### src/rtl/fft16_vector_scheduler.sv
// Sequencer for one 16-point radix-4 FFT on a shared vector_size4 datapath.
// Issues 2 stages x 4 vectors, one in flight, with a WAIT timeout.
module fft16_vector_scheduler #(
    parameter int NUM_VEC   = 4,
    parameter int NUM_STAGE = 2,
    parameter int TIMEOUT   = 63
) (
    input  logic       clk,
    input  logic       rst,
    input  logic       fft_start,
    input  logic       inverse,
    input  logic       vec_done,
    output logic       vec_start,
    output logic [1:0] vec_control,
    output logic       stage,
    output logic [1:0] vec_idx,
    output logic [1:0] tw_addr,
    output logic       wr_en,
    output logic       busy,
    output logic       fft_done,
    output logic       err
);

    typedef enum logic [2:0] {
        IDLE,
        ISSUE,
        WAIT,
        WRITE,
        DONE
    } state_t;

    localparam logic [1:0] LAST_VEC   = 2'(NUM_VEC - 1);
    localparam logic       LAST_STAGE = 1'(NUM_STAGE - 1);
    localparam logic [7:0] WAIT_MAX   = 8'(TIMEOUT - 1);

    state_t     state;
    logic       inv_q;
    logic [7:0] wait_cnt;

    always_ff @(posedge clk or negedge rst) begin
        if (!rst) begin
            state     <= IDLE;
            inv_q     <= 1'b0;
            wait_cnt  <= 8'd0;
            stage     <= 1'b0;
            vec_idx   <= 2'd0;
            vec_start <= 1'b0;
            wr_en     <= 1'b0;
            busy      <= 1'b0;
            fft_done  <= 1'b0;
            err       <= 1'b0;
        end else begin
            vec_start <= 1'b0;
            wr_en     <= 1'b0;
            fft_done  <= 1'b0;
            unique case (state)
                IDLE: begin
                    if (fft_start) begin
                        inv_q     <= inverse;
                        stage     <= 1'b0;
                        vec_idx   <= 2'd0;
                        err       <= 1'b0;
                        vec_start <= 1'b1;
                        busy      <= 1'b1;
                        state     <= ISSUE;
                    end
                end
                ISSUE: begin
                    wait_cnt <= 8'd0;
                    state    <= WAIT;
                end
                WAIT: begin
                    if (vec_done) begin
                        wr_en <= 1'b1;
                        state <= WRITE;
                    end else if (wait_cnt == WAIT_MAX) begin
                        err      <= 1'b1;
                        fft_done <= 1'b1;
                        state    <= DONE;
                    end else begin
                        wait_cnt <= wait_cnt + 8'd1;
                    end
                end
                WRITE: begin
                    if (vec_idx == LAST_VEC && stage == LAST_STAGE) begin
                        fft_done <= 1'b1;
                        state    <= DONE;
                    end else begin
                        if (vec_idx == LAST_VEC) begin
                            stage   <= stage + 1'b1;
                            vec_idx <= 2'd0;
                        end else begin
                            vec_idx <= vec_idx + 2'd1;
                        end
                        vec_start <= 1'b1;
                        state     <= ISSUE;
                    end
                end
                DONE: begin
                    busy  <= 1'b0;
                    state <= IDLE;
                end
                default: state <= IDLE;
            endcase
        end
    end

    // Control is only meaningful while a transform runs; park it at 0 in IDLE.
    assign vec_control = busy ? {inv_q, stage != LAST_STAGE} : 2'b00;
    assign tw_addr     = (stage == 1'b0) ? vec_idx : 2'd0;

endmodule

### config.mk
export PLATFORM = sky130hd
export DESIGN_NAME = fft16_vector_scheduler
export DESIGN_NICKNAME = d
export VERILOG_FILES = /design/src/rtl/fft16_vector_scheduler.sv
export SDC_FILE = /design/constraint.sdc
export NUM_CORES = 1
export LEC_CHECK = 0
export CORE_ASPECT_RATIO = 1.1
export CORE_MARGIN = 5
export CORE_UTILIZATION = 35
export DETAILED_ROUTE_END_ITERATION = 10
export PLACE_DENSITY_LB_ADDON = 0.3
export SETUP_SLACK_MARGIN = 0.02
export SLEW_MARGIN = 20
export SYNTH_ARGS = -nofsm -noshare
export SYNTH_HDL_FRONTEND = slang
export SYNTH_SLANG_ARGS = --single-unit
### constraint.sdc
create_clock -name clk -period 1.4 [get_ports clk]
set_input_delay 0.28 -clock clk [delete_from_list [all_inputs] [get_ports clk]]
set_output_delay 0.28 -clock clk [all_outputs]
set_load 0.03 [all_outputs]
# After elaboration in Yosys (flattened, before gate mapping)
# Index checks and enable logic that the tools add are counted.
[word_totals]
regBits = 20
latchBits = 0
mem_bits_rw = 0
romBits = 0
in_bits = 5
output_inout_bits = 12
word_cells = 72
mem_count = 0
[op_classes]
addsub = 3
mul = 0
div = 0
n_lt_le_gt_ge = 0
n_eq_ne = 13
shift = 0
mux = 32
bitwise = 1
reduce_logical = 13
[op_table]
columns = ["operator", "n"]
rows = [
  ["8-bit 2-to-1 mux", 2],
  ["8-bit one-hot mux with 2 select lines", 1],
  ["1-bit 2-to-1 mux", 13],
  ["3-bit 2-to-1 mux", 4],
  ["2-bit != test (second input constant)", 6],
  ["3-bit one-hot mux with 4 select lines", 1],
  ["2-bit 2-to-1 mux", 5],
  ["1-bit one-hot mux with 2 select lines", 5],
  ["8-bit by 1-bit adder with 8-bit output (second input constant)", 1],
  ["8-bit by 6-bit equality test with 1-bit output (second input constant)", 1],
  ["4-bit AND reduction", 2],
  ["2-bit nonzero test", 4],
  ["3-bit by 2-bit equality test with 1-bit output (second input constant)", 2],
  ["2-bit AND reduction", 3],
  ["3-bit AND reduction", 2],
  ["2-bit one-hot mux with 2 select lines", 1],
  ["3-bit by 1-bit equality test with 1-bit output (second input constant)", 1],
  ["3-bit equality test (second input constant)", 1],
  ["3-bit logical NOT", 1],
  ["3-bit != test (second input constant)", 1],
  ["2-bit by 1-bit adder with 2-bit output (second input constant)", 1],
  ["2-bit equality test (second input constant)", 1],
  ["1-bit adder (second input constant)", 1],
  ["1-bit logical AND", 1],
  ["1-bit inverter", 1],
]

# Longest topological paths before layout
[logic_depth]
ltp_word = 4
depth_mapped = 7
depth_no_buf = 6

# Worst setup path before layout
# Ideal clock, no wire load.
[synth_timing]
kind = "register to register"
startpoint = "reg wait_cnt[0]"
endpoint = "reg wait_cnt[5]"
setup_ns = 0.118
t_arrival_ns = 1.473
required_ns = 1.282
setup_slack_ns = -0.191
path_stages_with_launch = 7
n_path_buf = 0
synth_period_minus_slack_ns = 1.591
cell_sequence = "dfrtp_1 inv_1 ha_1 nand4b_1 o31ai_2 mux2_1 a21o_1"
[synth_between]
elab_chain_len = 4
word_cells_on_any_way = 7
cone_classes = "add/sub (1); eq/ne (2); mux (3); reduce/logical (1)"
[synth_rtl]
columns = ["element", "line", "rtl"]
rows = [
  ["from (decl)", "38", "logic [7:0] wait_cnt;"],
  ["from (signal assigned)", "81", "wait_cnt <= wait_cnt + 8'd1;"],
  ["8-bit by 1-bit adder with 8-bit output", "81", ""],
  ["8-bit 2-to-1 mux", "76", "end else if (wait_cnt == WAIT_MAX) begin"],
  ["8-bit 2-to-1 mux", "73", "if (vec_done) begin"],
  ["8-bit one-hot mux with 2 select lines", "56", "unique case (state)"],
]
# Several ways; a longest one is shown, not always the timed one. The select of a mux whose other input is x is not followed.
# A chain may end at the register's enable or synchronous reset.

# Final worst setup path
# Ends and elaborated chain as after synthesis.

==> summary.txt <==
Setup path
  • Worst Setup End Kind: register
  • Required time of the critical path: 1.60 ns
  • Delay of the slowest cell on the worst path: 0.39 ns
  • Critical path arrival: 1.88 ns
  • Cells along the critical path: inv_1, ha_2, nand4b_1, o31ai_4, mux2_1, a21o_1
  • Crit Path Max Fanout: 4
  • Slowest stage cell, crit path: dfrtp_1
  • Type of element launching the critical path: register
  • Type of the worst setup path: register to register

Detailed routing
  • DRT Wirelength: 2.56 mm
  • DRC: 0
  • Drt via density: 5.03
  • Drt wl/cell: 13.3 um
  • Via count: 971
  • Number of DRC markers in iteration 0: 30
  • First-pass iteration count of the detailed router: 4
  • Final ANT Viol Nets: 0

Power and ir drop
  • Largest voltage drop on the vdd net: 1100 uV
  • LEAKAGE: 0.765 nW
  • Final Total Pwr: 2.58 mW
  • Power per Cell Area: 1630 nW/um^2

Floorplanning
  • # rows: 21
  • Number of top-level design ports: 17
  • Die W: 62.4 um
  • Initial core utilization: 35.6%
  • Height of the chip: 67.6 um
  • Die outline area: 4220 sq um
  • Core area: 2970 sq um

Place
  • Number of placed instances, taps included: 184
  • DPL Wire Length: 1.89 mm
  • Final weighted congestion in routability-driven placement: 0.804
  • Port Buffers: 16

Yosys
  • Area share of the largest cell type after synthesis: 47.3%
  • Largest area contributor in the synthesized netlist: dfrtp_1
  • Seq/Total Area, Yosys: 47.3%
  • Count of state elements after synthesis: 20
  • Synthesized netlist net count: 116
  • Yosys warns: 0
  • Post-synthesis area per instance: 9.79 sq um
  • Netlist area before placement: 1060 sq um
  • Most repeated cell in the gate-level netlist after synthesis: dfrtp_1
  • Number of library cell types mapped by synthesis: 33
  • Top FF cell, synth: dfrtp_1
  • Share of flip-flops with an asynchronous set or reset after synthesis: 100%
  • Top cells by instance count after synthesis: dfrtp_1, nand2_1, nor2_1, o21ai_0
  • Leading post-synthesis cells by cell area: dfrtp_1, mux2_2, nand2_1, o21ai_0, ha_1
  • Number of enable flip-flop cells after synthesis: 0
  • Post-Synthesis Cells: 108

Run
  • MaxCap Viol Count: 0

Timing
  • Clock skew: 0.00479 ns
  • Worst slew margin relative to its limit: 79.9%
  • Transition time at the pin with the least slew margin: 0.302 ns
  • Setup WS post-layout: -0.282 ns
  • Setup violations, final: 13
  • Hold slack: 0.302 ns
  • Slew Viols, Final: 0
  • Post-route clock period utilization: 120%
  • Maximum achievable frequency: 595 MHz
  • Final-report hold violation count: 0
  • RSZ-0062 raised after global routing: true
  • Time the worst path needs with I/O delays and setup: 1.68 ns

Status
  • Failing checks: negative setup slack
  • Result of the run: complete, but fails checks

Finish
  • # nets final: 168
  • Share of final-layout standard cells stronger than drive strength 1: 42.1%
  • Area overhead of the layout relative to synthesis: 49.2%
  • Final antenna diode count: 0
  • Final cell count without fillers: 193

Clock tree
  • CTS Sinks: 20
  • Num CTS Buffers: 3
  • Number of buffers between clock root and the deepest sink: 2
  • TritonCTS clock tree: done
  • Insertion delay to the later sink of the worst-skew pair: 0.30 ns
  • H-tree level count: 1
  • Root cell of the clock tree: clkbuf_4
  • Clock edge transition at the registers on the reported setup and hold paths: 0.12 ns

GRT
  • Overall global routing resource usage: 13.4%
  • Pin count of the biggest net entering global routing: 21
  • Antenna violations before repair: 0
  • Via count of the first global-routing pass: 1011
  • First-pass GRT wire length: 4.52 mm
  • Overflow left after global routing: 0

Hold path
  • Worst min-delay path category: input port to asynchronous set/reset pin
[cell type report]
class / count / area [sq um]
Fill cell: 277 / 1390
Timing Repair Buffer: 51 / 403
Clock buffer: 4 / 26.3
Multi-Input combinational cell: 81 / 591
Inverter: 3 / 11.3
Sequential cell: 20 / 504
Tap cell: 34 / 42.5
[metrics by stage]
step	instance area, sq um	utilization [%]	TNS, ns	setup WS (ns)
floorplan	1060	-	-0.605	-0.191
global placement	1450	48.8	-3.82	-0.425
detailed placement	1450	48.8	-4.03	-0.441
CTS	1520	51.1	-2.19	-0.299
global route	1580	53.1	-3.25	-0.366
finish	1580	53.1	-1.77	-0.282
[critical path: cells and delay by family, from the launching register on]
kind | cells | cell delay [ns]
muxes | 1 | 0.35
DFF | 1 | 0.39
buffers and inverters | 1 | 0.06
AOI/OAI and AO/OA | 2 | 0.45
and+or+nand+nor | 1 | 0.17
adders and majority gates | 1 | 0.17
[logic make-up after synthesis]
| group | after synthesis | synth area share, % |
|---|---|---|
| flops | 20 | 47.3 |
| buf+inv | 7 | 3.55 |
| simple gates | 49 | 25.7 |
| mux | 5 | 5.33 |
| fa+ha+maj | 3 | 3.55 |
| compound gates | 24 | 14.6 |
[state kept, by name, summed over array words and instances (netlist names)]
name and cells:
inv_q 1, err 1, vec_idx 2, busy 1, vec_start 1, state 3
wait_cnt 8, wr_en 1, fft_done 1, stage 1
[layout by cell type, fill, tap and decap left out, types with 2 or more instances in the layout]
cell type / n
a211o_1: 2
o21ai_0: 5
buf_4: 39
clkdlybuf4s15_2: 2
inv_1: 3
nand2_1: 9
nand2_2: 2
clkdlybuf4s50_1: 4
dlygate4sd2_1: 3
clkbuf_2: 2
nor2b_1: 4
dfrtp_2: 3
clkbuf_4: 3
a21oi_1: 6
dfrtp_1: 17
mux2_2: 3
a21o_1: 2
nand2b_1: 2
nand3_1: 6
and2_1: 2
o31ai_1: 2
nor3_1: 4
ha_1: 2
nor2_4: 2
o21ai_1: 2
nor2_1: 6
[power breakdown]
part,leakage (nW),switching [mW],internal [mW]
clock,0.0150,0.182,0.111
combinational,0.491,0.736,0.733
sequential,0.259,0.100,0.716
total,0.765,1.02,1.56
[path summary, 6_finish.rpt]
| path | cells past startpoint | end | from | slack, ns |
|---|---|---|---|---|
| setup reg to reg | 6 | wait_cnt[5]$_DFFE_PN0P_ | wait_cnt[0]$_DFFE_PN0P_ | -0.28 |
| min in group clk | 1 | vec_idx[0]$_DFFE_PN0P_ | vec_idx[0]$_DFFE_PN0P_ | 0.52 |
| hold / removal | 2 | vec_idx[1]$_DFFE_PN0P_ | rst | 0.30 |
| max in group asynchronous | 2 | state[0]$_DFFE_PN0P_ | rst | 0.87 |
| hold reg to reg | 1 | vec_idx[0]$_DFFE_PN0P_ | vec_idx[0]$_DFFE_PN0P_ | 0.52 |
| setup / recovery | 6 | wait_cnt[5]$_DFFE_PN0P_ | wait_cnt[0]$_DFFE_PN0P_ | -0.28 |
[timing repair]
item / in CTS / in global routing
hold buffers: 0 / 0
pin swaps: 2 / 3
setup endpoints to repair: 25 / 22
resized for setup: 21 / 17
setup buffers: 3 / 4
[metal layers]
| metal | GRT usage [%] | vias to the layer above | part of all wire [%] |
|---|---|---|---|
| li1 | - | 488 | - |
| met1 | 15.1 | 468 | 43 |
| met2 | 24.9 | 13 | 52 |
| met3 | 2.50 | 2 | 3.9 |
| met4 | 5.57 | 0 | 0.86 |
| met5 | 0 | - | 0 |
No activity file was read; power rests on OpenSTA's default activity.
